[src/rtl/hazard_pkg.sv]
// Shared types and constants for the pipeline hazard controller.
package hazard_pkg;

  typedef enum logic [1:0] {
    IDLE = 2'd0,
    BUSY = 2'd1,
    DONE = 2'd2
  } md_state_t;

  localparam int unsigned MULDIV_LAT_MIN = 2;
  localparam int unsigned MULDIV_LAT_MAX = 16;
  localparam logic [4:0]  REG_X0         = 5'd0;

  // True when a used source register names a real (non-x0) destination.
  function automatic logic reg_match(input logic       use_reg,
                                     input logic [4:0] src,
                                     input logic [4:0] dst);
    return use_reg && (src == dst) && (dst != REG_X0);
  endfunction

endpackage

[src/rtl/hazard_ctrl_md_seq.sv]
// MUL/DIV sequencer: holds the front end for MULDIV_LAT cycles, then flags
// the result valid for one cycle.
module md_seq
  import hazard_pkg::*;
#(
  parameter int unsigned MULDIV_LAT = 4,
  parameter int unsigned CNT_W      = 4
) (
  input  logic clk,
  input  logic rst,
  input  logic start,
  output logic md_stall,
  output logic md_busy,
  output logic md_done
);

  if ((MULDIV_LAT < MULDIV_LAT_MIN) || (MULDIV_LAT > MULDIV_LAT_MAX) ||
      ((64'd1 << CNT_W) < 64'(MULDIV_LAT))) begin : g_bad_param
    $error("md_seq: MULDIV_LAT/CNT_W out of range");
  end

  md_state_t        state, state_nxt;
  logic [CNT_W-1:0] cnt, cnt_nxt;

  always_ff @(posedge clk or posedge rst) begin
    if (rst) begin
      state <= IDLE;
      cnt   <= '0;
    end else begin
      state <= state_nxt;
      cnt   <= cnt_nxt;
    end
  end

  // The IDLE cycle that accepts the op already stalls, so BUSY runs for
  // MULDIV_LAT-1 cycles (counter MULDIV_LAT-2 down to 0).
  always_comb begin
    state_nxt = state;
    cnt_nxt   = cnt;
    md_stall  = 1'b0;
    md_busy   = 1'b0;
    md_done   = 1'b0;
    unique case (state)
      IDLE: begin
        if (start) begin
          md_stall  = 1'b1;
          state_nxt = BUSY;
          cnt_nxt   = CNT_W'(MULDIV_LAT - 2);
        end
      end
      BUSY: begin
        md_stall = 1'b1;
        md_busy  = 1'b1;
        if (cnt == '0) begin
          state_nxt = DONE;
        end else begin
          cnt_nxt = cnt - 1'b1;
        end
      end
      DONE: begin
        md_busy   = 1'b1;
        md_done   = 1'b1;
        state_nxt = IDLE;
      end
      default: begin
        state_nxt = IDLE;
        cnt_nxt   = '0;
      end
    endcase
  end

endmodule

[src/rtl/hazard_ctrl.sv]
// Pipeline hazard controller: MUL/DIV hold, load-use stall, branch flush.
// Optional HAZARD_PERF_EN adds saturating stall-cycle counters.
module hazard_ctrl
  import hazard_pkg::*;
#(
  parameter int unsigned MULDIV_LAT = 4,
  parameter int unsigned CNT_W      = 4
) (
  input  logic        clk_i,
  input  logic        rst_i,
  input  logic [4:0]  id_rs1_i,
  input  logic [4:0]  id_rs2_i,
  input  logic        id_use_rs1_i,
  input  logic        id_use_rs2_i,
  input  logic        id_branch_taken_i,
  input  logic        ex_memread_i,
  input  logic [4:0]  ex_rd_i,
  input  logic        ex_muldiv_i,
  output logic        pc_write_o,
  output logic        ifid_write_o,
  output logic        ifid_flush_o,
  output logic        idex_write_o,
  output logic        idex_bubble_o,
  output logic        exmem_bubble_o,
  output logic        md_done_o,
  output logic        md_busy_o
`ifdef HAZARD_PERF_EN
  ,
  output logic [31:0] perf_lu_stall_o,
  output logic [31:0] perf_md_stall_o
`endif
);

  logic md_stall;
  logic lu_hit;
  logic lu_stall;
  logic br_flush;

  md_seq #(
    .MULDIV_LAT (MULDIV_LAT),
    .CNT_W      (CNT_W)
  ) u_md_seq (
    .clk      (clk_i),
    .rst      (rst_i),
    .start    (ex_muldiv_i),
    .md_stall (md_stall),
    .md_busy  (md_busy_o),
    .md_done  (md_done_o)
  );

  // Priority: MUL/DIV hold > load-use > branch flush.
  always_comb begin
    lu_hit   = ex_memread_i &&
               (reg_match(id_use_rs1_i, id_rs1_i, ex_rd_i) ||
                reg_match(id_use_rs2_i, id_rs2_i, ex_rd_i));
    lu_stall = !md_stall && lu_hit;
    br_flush = !md_stall && !lu_hit && id_branch_taken_i;
  end

  always_comb begin
    pc_write_o     = 1'b1;
    ifid_write_o   = 1'b1;
    ifid_flush_o   = 1'b0;
    idex_write_o   = 1'b1;
    idex_bubble_o  = 1'b0;
    exmem_bubble_o = 1'b0;
    if (md_stall) begin
      pc_write_o     = 1'b0;
      ifid_write_o   = 1'b0;
      idex_write_o   = 1'b0;
      exmem_bubble_o = 1'b1;
    end else if (lu_stall) begin
      pc_write_o    = 1'b0;
      ifid_write_o  = 1'b0;
      idex_bubble_o = 1'b1;
    end else if (br_flush) begin
      ifid_flush_o = 1'b1;
    end
  end

`ifdef HAZARD_PERF_EN
  logic [31:0] lu_cnt;
  logic [31:0] md_cnt;

  always_ff @(posedge clk_i or posedge rst_i) begin
    if (rst_i) begin
      lu_cnt <= '0;
      md_cnt <= '0;
    end else begin
      if (lu_stall && (lu_cnt != '1)) begin
        lu_cnt <= lu_cnt + 32'd1;
      end
      if (md_stall && (md_cnt != '1)) begin
        md_cnt <= md_cnt + 32'd1;
      end
    end
  end

  assign perf_lu_stall_o = lu_cnt;
  assign perf_md_stall_o = md_cnt;
`endif

endmodule

[config.mk]
export PLATFORM = sky130hd
export DESIGN_NAME = hazard_ctrl
export DESIGN_NICKNAME = d
export VERILOG_FILES = /design/src/rtl/hazard_pkg.sv /design/src/rtl/hazard_ctrl_md_seq.sv /design/src/rtl/hazard_ctrl.sv
export SDC_FILE = /design/constraint.sdc
export NUM_CORES = 1
export LEC_CHECK = 0
export ABC_AREA = 0
export ABC_CLOCK_PERIOD_IN_PS = 2700
export BUFFER_PORTS_ARGS = -buffer_cell sky130_fd_sc_hd__buf_2
export CAP_MARGIN = 25
export CORE_AREA = 2 2 39 41
export DETAILED_ROUTE_END_ITERATION = 7
export DIE_AREA = 0 0 41 43
export GPL_ROUTABILITY_DRIVEN = 0
export GPL_TIMING_DRIVEN = 1
export PLACE_DENSITY = 0.76
export SKIP_LAST_GASP = 1
export SYNTH_ARGS = -nofsm -noshare
export SYNTH_HDL_FRONTEND = slang
export SYNTH_SLANG_ARGS = --single-unit
[constraint.sdc]
create_clock -name clk_i -period 2.7 [get_ports clk_i]
set_input_delay 0.27 -clock clk_i [delete_from_list [all_inputs] [get_ports clk_i]]
set_output_delay 0.27 -clock clk_i [all_outputs]
set_load 0.03 [all_outputs]
==> metrics.cfg <==
[die]
die_w_um = 41
fp-row-count = 14
die_area_um2 = 1760
initial_utilization_pct = 40.5
fp.dieH_um = 43
ioPinCount = 30
core_um2 = 1380

[synthesis]
synth.avg_cell_area_um2 = 8.62
yosysWarnings = 0
synth_nets = 93
syn_inst = 65
seq_area_frac_synth_pct = 26.8
netlist.area_leader.share_pct = 26.8
yosysTopAreaCell = dfrtp_1
syn_area_um2 = 561
synth.distinct_cells = 26
synth-seq-cells = 6
synthTopCellsByArea = dfrtp_1 (27%), xnor2_1 (16%), ha_1 (13%)

[critical_path]
crit_type = flop to output port
cp-end-kind = output port
critPathRequiredTime_ns = 2.43
worstPathArrival_ns = 1.61
critPathMaxFanout = 9
cp-start-kind = flop
r2r_setup_slack_ns = 1.09
rr_worst_depth = 6

[route]
routed_wl_um = 1120
vias = 553
first_pass_iters = 2
wl_per_cell_um = 10.0
ant_nets = 0
avgViaCountPerCell = 4.94
drt_iter0_drc = 4
drc = 0

[place]
port_buffers = 29
dp_slack_ns = 0.942
hpwl_um = 980

[timing]
post-route-min-period_ns = 1.88
fin_tns_setup_ns = 0
worst_pin_slew_ns = 0.303
period_share_pct = 69.7
hold_violations = 0
slew_headroom_pct = 79.8
fin_ws_ns = 0.817
fmax_mhz = 531
rsz0062_at_grt = false
fin_skew_ns = 0.00179
finalSetupViolations = 0
slew_viol_final = 0

[global_routing]
grtUsageTotal_pct = 15.9
antenna_found_initial = 0
first_global_vias = 498
grt-ovfl-total = 0
grt_pass1_wl_um = 1850
grt_start_max_net_pins = 10

[cts]
cts_buffer_depth = 2
clk_latency_ns = 0.24
root_buffer = clkbuf_4
cts_sinks = 6
htreeDepth = 1
cts-resized-gates = 0
cts_tree = yes
cts_buffers = 3
clkTransAtPathRegs_ns = 0.04

[pwr]
leakage_nw = 0.384
ir_drop_v = 0.000609
power_density_nw_per_um2 = 1020

[outcome]
status = finished clean

[final_layout]
fin_nets = 126
antenna_cells = 0
area_growth_syn_to_layout_pct = 33.3
layout-drive-gt1-share_pct = 34.4

[worst_hold_path]
hold_depth = 3
hold_path.class = primary input to flop

[job]
drv_cap = 0

[stage by stage]
stage | hold WS (ns) | util [%] | cells | area, um2 | total power, mW
floorplan | 0.0610 | - | 65 | 561 | 0.574
global placement | 0.174 | 51.6 | 108 | 714 | 0.678
detailed placement | 0.177 | 51.6 | 108 | 714 | 0.688
CTS | 0.430 | 54.0 | 112 | 747 | 0.772
global route | 0.465 | 54.0 | 112 | 747 | 0.833
finish | 0.438 | 54.0 | 112 | 747 | 0.763
[flip-flops by register name, indices dropped and copies added (netlist names)]
signal	cells
u_md_seq.state	2
u_md_seq.cnt	4
[final timing paths]
| kind | end | startpoint |
|---|---|---|
| worst min-delay path | u_md_seq.state[1]$_DFFE_PP0P_ | ex_muldiv_i |
| worst min register to register | u_md_seq.state[1]$_DFFE_PP0P_ | u_md_seq.state[1]$_DFFE_PP0P_ |
| min in group asynchronous | u_md_seq.cnt[1]$_DFFE_PP0P_ | rst_i |
| worst max-delay path | ifid_flush_o | u_md_seq.state[1]$_DFFE_PP0P_ |
| worst max register to register | u_md_seq.cnt[3]$_DFFE_PP0P_ | u_md_seq.state[0]$_DFFE_PP0P_ |
| max in group asynchronous | u_md_seq.cnt[3]$_DFFE_PP0P_ | rst_i |
[area by class of cell]
class,count,area (um2)
clock buffer,3,22.5
fill,148,637
inverter,6,22.5
multi-input combinational,51,377
sequential,6,150
tap,16,20.0
timing repair buffer,30,155
[what timing repair did]
item / 4_1_cts / 5_1_grt
hold endpoints to repair: 6 / 0
setup endpoints to repair: 0 / 0
buffers inserted: 0 / 0
hold buffers: 1 / 0
[layout by cell type (no fill, tap or decap), drive strengths merged, types with 2 or more instances in the layout]
master | netlist | layout
a21oi | 3 | 3
buf | 1 | 29
clkbuf | 1 | 3
dfrtp | 6 | 6
ha | 6 | 6
inv | 6 | 6
nand2 | 6 | 6
nand4 | 2 | 2
nor2 | 2 | 2
nor2b | 2 | 2
o21ai | 5 | 5
or4 | 2 | 2
xnor2 | 10 | 10
[synth_stat cells (all sizes together)]
| master | n |
|---|---|
| xnor2 | 10 |
| dfrtp | 6 |
| ha | 6 |
| inv | 6 |
| nand2 | 6 |
| o21ai | 5 |
| a21oi | 3 |
| nand4 | 2 |
| nor2 | 2 |
| nor2b | 2 |
| or4 | 2 |
| a211o | 1 |
| a211oi | 1 |
| a21boi | 1 |
| a21o | 1 |
| and3 | 1 |
| buf | 1 |
| clkbuf | 1 |
| mux2 | 1 |
| nand2b | 1 |
| nor3b | 1 |
| o21a | 1 |
| o22a | 1 |
| o22ai | 1 |
| o31a | 1 |
| o32a | 1 |
[logic make-up after synthesis]
logic type               Yosys count  share of synthesized area [%]
flip-flops                         6                           26.8
adder cells (fa/ha/maj)            6                           13.4
multiplexers                       1                           2.01
buffers and inverters              8                           6.03
AO/OA/AOI/OAI                     17                           20.1
XOR/XNOR                          10                           15.6
AND/OR/NAND/NOR                   17                           16.1
[routing by layer]
metal  wire length, um  track usage (%)  vias to the layer above
met4                19             14.0                        0
met1               471             17.3                      252
met5                 0                0                        -
met2               597             24.4                        9
met3                33             3.14                        2
li1                  -                -                      290
[worst max-delay path, cell delays in order, from the launching register on]
cell,delay (ns)
dfrtp_1,0.36
inv_1,0.08
ha_1,0.28
a21o_1,0.21
inv_1,0.08
nand2_1,0.05
a21oi_1,0.10
buf_2,0.21
[power breakdown]
part | leakage [nW] | total (mW) | internal (mW) | switching, mW
combinational | 0.293 | 0.519 | 0.202 | 0.316
sequential | 0.0765 | 0.167 | 0.131 | 0.0355
clock | 0.0138 | 0.0778 | 0.0500 | 0.0279
total | 0.384 | 0.763 | 0.383 | 0.380
Power figures use the tool's default switching activity.
